**src/rtl/sobel_window_gen.sv**
```systemverilog
// rtl/sobel_window_gen.sv - raster stream to 3x3 neighbourhood window generator (centre omitted)
module sobel_window_gen #(
    parameter int IMG_ROWS = 147,
    parameter int IMG_COLS = 143,
    parameter int PIX_W    = 8
) (
    input  logic             clk,
    input  logic             reset,
    input  logic             in_valid,
    input  logic             in_sof,
    input  logic [PIX_W-1:0] in_pixel,
    output logic [PIX_W-1:0] z1,
    output logic [PIX_W-1:0] z2,
    output logic [PIX_W-1:0] z3,
    output logic [PIX_W-1:0] z4,
    output logic [PIX_W-1:0] z6,
    output logic [PIX_W-1:0] z7,
    output logic [PIX_W-1:0] z8,
    output logic [PIX_W-1:0] z9,
    output logic             out_valid,
    output logic             out_eol,
    output logic             out_eof,
    output logic             sof_err
);
    localparam int RW = $clog2(IMG_ROWS);
    localparam int CW = $clog2(IMG_COLS);
    localparam logic [RW-1:0] ROW_LAST = RW'(IMG_ROWS - 1);
    localparam logic [CW-1:0] COL_LAST = CW'(IMG_COLS - 1);
    localparam logic [RW-1:0] ROW_TWO  = RW'(2);
    localparam logic [CW-1:0] COL_TWO  = CW'(2);

    typedef enum logic {IDLE, ACTIVE} state_t;
    state_t state, state_nx;

    logic [RW-1:0]    row, pos_r;
    logic [CW-1:0]    col, pos_c;
    logic             accept, restart_err, emit, last_col, last_row;
    logic [PIX_W-1:0] lb0 [IMG_COLS];
    logic [PIX_W-1:0] lb1 [IMG_COLS];
    logic [PIX_W-1:0] top_rd, mid_rd;
    logic [PIX_W-1:0] top1, top2, mid1, mid2, bot1, bot2;

    always_ff @(posedge clk) begin
        if (reset) state <= IDLE;
        else       state <= state_nx;
    end

    always_comb begin
        state_nx = state;
        case (state)
            IDLE:    if (in_valid && in_sof) state_nx = ACTIVE;
            ACTIVE:  if (accept && last_row && last_col) state_nx = IDLE;
            default: state_nx = IDLE;
        endcase
    end

    // An in_sof pixel is always taken as (0,0), whatever the counters say.
    always_comb begin
        accept      = in_valid && (state == ACTIVE || in_sof);
        pos_r       = in_sof ? '0 : row;
        pos_c       = in_sof ? '0 : col;
        restart_err = accept && in_sof && (state == ACTIVE) && (row != '0 || col != '0);
        last_col    = (pos_c == COL_LAST);
        last_row    = (pos_r == ROW_LAST);
        emit        = accept && (pos_r >= ROW_TWO) && (pos_c >= COL_TWO);
        top_rd      = lb1[pos_c];
        mid_rd      = lb0[pos_c];
    end

    always_ff @(posedge clk) begin
        if (reset) begin
            row <= '0;
            col <= '0;
        end else if (accept) begin
            col <= last_col ? '0 : pos_c + CW'(1);
            if (last_col) row <= last_row ? '0 : pos_r + RW'(1);
            else          row <= pos_r;
        end
    end

    // Line buffers are never cleared; the counter gate keeps stale lines out of windows.
    always_ff @(posedge clk) begin
        if (accept) begin
            lb1[pos_c] <= mid_rd;
            lb0[pos_c] <= in_pixel;
            top2 <= top1;  top1 <= top_rd;
            mid2 <= mid1;  mid1 <= mid_rd;
            bot2 <= bot1;  bot1 <= in_pixel;
        end
    end

    always_ff @(posedge clk) begin
        if (reset) begin
            out_valid <= 1'b0;
            out_eol   <= 1'b0;
            out_eof   <= 1'b0;
            sof_err   <= 1'b0;
            z1 <= '0; z2 <= '0; z3 <= '0; z4 <= '0;
            z6 <= '0; z7 <= '0; z8 <= '0; z9 <= '0;
        end else begin
            out_valid <= emit;
            out_eol   <= emit && last_col;
            out_eof   <= emit && last_col && last_row;
            sof_err   <= restart_err;
            if (emit) begin
                z1 <= top2; z2 <= top1; z3 <= top_rd;
                z4 <= mid2;             z6 <= mid_rd;
                z7 <= bot2; z8 <= bot1; z9 <= in_pixel;
            end
        end
    end
endmodule

```
**config.mk**
```make
export PLATFORM = sky130hd
export DESIGN_NAME = sobel_window_gen
export DESIGN_NICKNAME = d
export VERILOG_FILES = /design/src/rtl/sobel_window_gen.sv
export SDC_FILE = /design/constraint.sdc
export NUM_CORES = 2
export LEC_CHECK = 0
export ABC_AREA = 1
export ABC_CLOCK_PERIOD_IN_PS = 4680
export BUFFER_PORTS_ARGS = -buffer_cell sky130_fd_sc_hd__buf_2
export CAP_MARGIN = 0
export CORE_ASPECT_RATIO = 0.8
export CORE_UTILIZATION = 30
export DETAILED_ROUTE_END_ITERATION = 10
export HOLD_SLACK_MARGIN = 0.15
export PLACE_DENSITY = 0.52
export SLEW_MARGIN = 20
export SYNTH_ARGS = -nofsm -noshare
export SYNTH_HDL_FRONTEND = slang
export SYNTH_SLANG_ARGS = --single-unit
```
**constraint.sdc**
```tcl
create_clock -name clk -period 4.68 [get_ports clk]
set_input_delay 0.234 -clock clk [delete_from_list [all_inputs] [get_ports clk]]
set_output_delay 0.234 -clock clk [all_outputs]
set_load 0.02 [all_outputs]
```
==> results.txt <==
The tools report the smallest hold slack as 0.254 ns. Compared with the post-synthesis result, the final layout area differs by 14.9%. The critical path goes through inv_1, nor2_4, inv_2, nor2_2, inv_2, nor2_1, nand2_1, nand2_1, nor2_1, nand3_4, buf_12.

In the final routed layout, each cell accounts on average for 23.5 um. The tree is rooted in a sky130_fd_sc_hd__clkbuf_16. Once detail routing completed, the nets flagged for antenna violations numbered 0. Relative max-transition margin: 20.9%. The post-cts resize count is 0. Yosys printed 0 warnings. Across the run, the number of max-cap violations was 0. The fraction of the cycle the final worst path needs came out at 97.8%.

TritonCTS built the clock tree. Peak fanout along the critical path: 109. Data arrives at the worst endpoint at 5.14 ns. A synthesized cell averages 11.5 sq um.

Kind of cell with the highest combined delay on the critical path: simple AND/OR/NAND/NOR gates. The clock tree synthesis step divided the H-tree into 4 levels. The clock sink total came out at 2421. The most common flop cell mapped by yosys was sky130_fd_sc_hd__edfxtp_1.

The worst setup path is captured at a flip-flop. The run gives 30.2% as the effective utilization at floorplan. STA puts the critical path data required time at 5.25 ns. The tools report the static leakage as 40.5 nW.

During I/O placement, the number of pins put on the boundary was 80. The post-route total power came out at 44.6 mW. The run gives 0 as the number of buffers inserted by post-CTS setup repair.

For the cell row count, the log shows 187. The floorplan step set the die width to 642 um. The cell at the slowest stage of the critical path was sky130_fd_sc_hd__nor2_1. The total area inside the core boundary comes to 0.325 sq mm. The share of layout cells above drive strength 1 is 9.46%. For the final number of hold-violating endpoints, the log shows 0.

For this run the aggregate overflow at the end of global routing stands at 0. The cell area that synthesis handed to floorplanning was 0.0983 sq mm. IR analysis of the VDD net gives a maximum drop of 0.000298 V. The share of flip-flops with an asynchronous set or reset was 0%. Entering global routing, the biggest net connects 146 pins. The count of buffering cells on the critical path with inverters included is 4, and the height of the die is 514 um. The number of antenna violations at the first check in global routing is 17. For this run, the total global-route usage over all layers was measured as 18.4%. The flow ran to the end, and the final reports show no timing, DRC or antenna violations.

Clock network latency to the later pin of the worst-skew pair: 0.91 ns. After layout, the worst setup slack is 0.105 ns. The average via count per standard cell was 4.98; the final cell count without fillers was 13300. The type of the setup path with the least slack was reg -> reg. Buffers placed on the I/O ports in this run total 79.

For the finished layout, the period the worst path requires is 4.58 ns. In the synthesized netlist, the number of instances is 8523. Number of unique standard cell types used by synthesis: 40. The layout filler cell count is 31900. The number of global-route vias before repair is 62400. The first global-routing pass estimated 450000 um of wire. The worst clock skew was 0.0757 ns. Count of vias placed by the detailed router: 66000.

The peak per-stage delay on the critical path works out to 0.74 ns. The first detailed-routing pass took 6 iterations. Setup violations remaining at the end of the flow were counted as 0.

Derived from the worst setup path, the maximum achievable clock frequency is 219 MHz. The estimated wirelength of the detail-placed design is 184000 um, and the measured slew at the worst slew-check pin is 1.19 ns. Before CTS, the worst setup slack after placement is 0.151 ns. Power density over cell area: 395 mW/mm^2.

For this run, the post-layout net count is 8750. The number of enable flip-flop cells after synthesis came out at 2336. Sequential cells were found to cover 73.1% of the synthesized design area. Synthesis-stage register bit count: 2421. The tools report the setup TNS after final layout as 0 ns. The CTS buffer count was 233.

The worst hold path belongs to the class in -> reg. The count of final max-slew check failures was 0; the count of placed standard cells including taps was 12800. The largest registers in the layout are lb0 (1144), lb1 (1144). Clock transition at the registers of the reported paths: 0.07 ns.

The logs give 0.889 for the global placement routability congestion and 8541 for the synthesized net count. The die covers 0.330 sq mm. The worst setup path is launched from a flip-flop.

Counting along the longest clock path gives a buffer depth of 4. For this run, design rule violations remaining after detail routing come to 0. Setup repair after global routing left no endpoint under its margin.

The first routing iteration left 8508 violations. The routed design has 312000 um of wire.
-- kinds of logic (layout without fill, tap and decap cells) --
logic type / Yosys count / count (layout) / synth area share [%]
DFF: 2421 / 2421 / 73.1
other: 0 / 1 / 0
xor gates and xnor gates: 3 / 3 / 0.0267
buffers and inverters: 1026 / 1425 / 4.62
AOI/OAI and AO/OA: 1357 / 1357 / 7.23
and+or+nand+nor: 3710 / 3710 / 15.0
adders and majority gates: 6 / 6 / 0.0764
-- routing by layer --
layer / vias to the layer above / wire (um) / global-route usage (%)
met5: - / 23 / 0
met4: 4 / 7440 / 4.39
met3: 454 / 29200 / 3.63
met2: 2848 / 131000 / 26.9
met1: 33000 / 144000 / 27.8
li1: 29700 / - / -
-- repair_timing --
action                                  CTS  global route
endpoints found under the setup margin    0             0
hold buffers                             12             0
endpoints found under the hold margin   720             0
-- worst paths after layout --
| kind | slack [ns] | end | from | cells past startpoint |
|---|---|---|---|---|
| min reg2reg | 0.42 | mid2[5]$_DFFE_PP_ | mid1[5]$_DFFE_PP_ | 0 |
| max reg2reg | 0.10 | lb1[56][7]$_DFFE_PP_ | col[6]$_SDFFE_PP0P_ | 11 |
| max | 0.10 | lb1[56][7]$_DFFE_PP_ | col[6]$_SDFFE_PP0P_ | 11 |
| min | 0.25 | state$_SDFF_PP0_ | in_sof | 6 |
-- cell type report --
class	count	area, sq um	area share (%)
Clock buffer	303	6270	5.55
Sequential cell	2421	71900	63.6
Antenna cell	1	2.50	0.00221
Inverter	540	2050	1.82
Tap cell	4347	5440	4.81
Multi-Input combinational cell	5076	22100	19.5
Clock inverter	122	962	0.852
Timing Repair Buffer	460	4320	3.83
-- power by group --
group / internal (mW) / switching, mW
Sequential: 24.0 / 0.0207
Clock: 10.1 / 8.29
Combinational: 0.465 / 1.71
Total: 34.6 / 10.0
-- cells in the mapped netlist, types with 49 or more instances --
cell / number / area share (%)
sky130_fd_sc_hd__o21ai_0: 874 / 4.4
sky130_fd_sc_hd__buf_4: 61 / 0.47
sky130_fd_sc_hd__nand3_1: 358 / 1.8
sky130_fd_sc_hd__nor2_1: 1648 / 6.3
sky130_fd_sc_hd__nand4_1: 59 / 0.38
sky130_fd_sc_hd__clkbuf_1: 133 / 0.51
sky130_fd_sc_hd__dfxtp_1: 85 / 1.7
sky130_fd_sc_hd__buf_2: 255 / 1.3
sky130_fd_sc_hd__inv_1: 519 / 2.0
sky130_fd_sc_hd__a21oi_1: 49 / 0.25
sky130_fd_sc_hd__o22ai_1: 152 / 0.97
sky130_fd_sc_hd__o21ai_1: 245 / 1.2
sky130_fd_sc_hd__nand2_1: 1596 / 6.1
sky130_fd_sc_hd__edfxtp_1: 2336 / 71
-- cells in the final DEF (no fill, tap or decap), types with 84 or more instances in the layout --
| cell | n |
|---|---|
| sky130_fd_sc_hd__clkbuf_16 | 236 |
| sky130_fd_sc_hd__nand3_1 | 353 |
| sky130_fd_sc_hd__inv_1 | 519 |
| sky130_fd_sc_hd__o21ai_1 | 245 |
| sky130_fd_sc_hd__nor2_1 | 1633 |
| sky130_fd_sc_hd__nand2_1 | 1593 |
| sky130_fd_sc_hd__edfxtp_1 | 2336 |
| sky130_fd_sc_hd__o21ai_0 | 874 |
| sky130_fd_sc_hd__dfxtp_1 | 84 |
| sky130_fd_sc_hd__buf_4 | 290 |
| sky130_fd_sc_hd__o22ai_1 | 152 |
-- metrics by stage --
stage	area [sq um]	utilization, %
after global routing	113000	34.7
after detailed placement	106000	32.5
after global placement	106000	32.5
after CTS	113000	34.7
after floorplan	98300	-
final	113000	34.7
-- worst register-to-register path: stages (launching register included) --
cell                      delay (ns)
sky130_fd_sc_hd__dfxtp_1        0.34
sky130_fd_sc_hd__inv_1          0.11
sky130_fd_sc_hd__nor2_4         0.40
sky130_fd_sc_hd__inv_2          0.22
sky130_fd_sc_hd__nor2_2         0.49
sky130_fd_sc_hd__inv_2          0.23
sky130_fd_sc_hd__nor2_1         0.75
sky130_fd_sc_hd__nand2_1        0.39
sky130_fd_sc_hd__nand2_1        0.45
sky130_fd_sc_hd__nor2_1         0.16
sky130_fd_sc_hd__nand3_4        0.10
sky130_fd_sc_hd__buf_12         0.34
No activity file was read; power rests on OpenSTA's default activity.
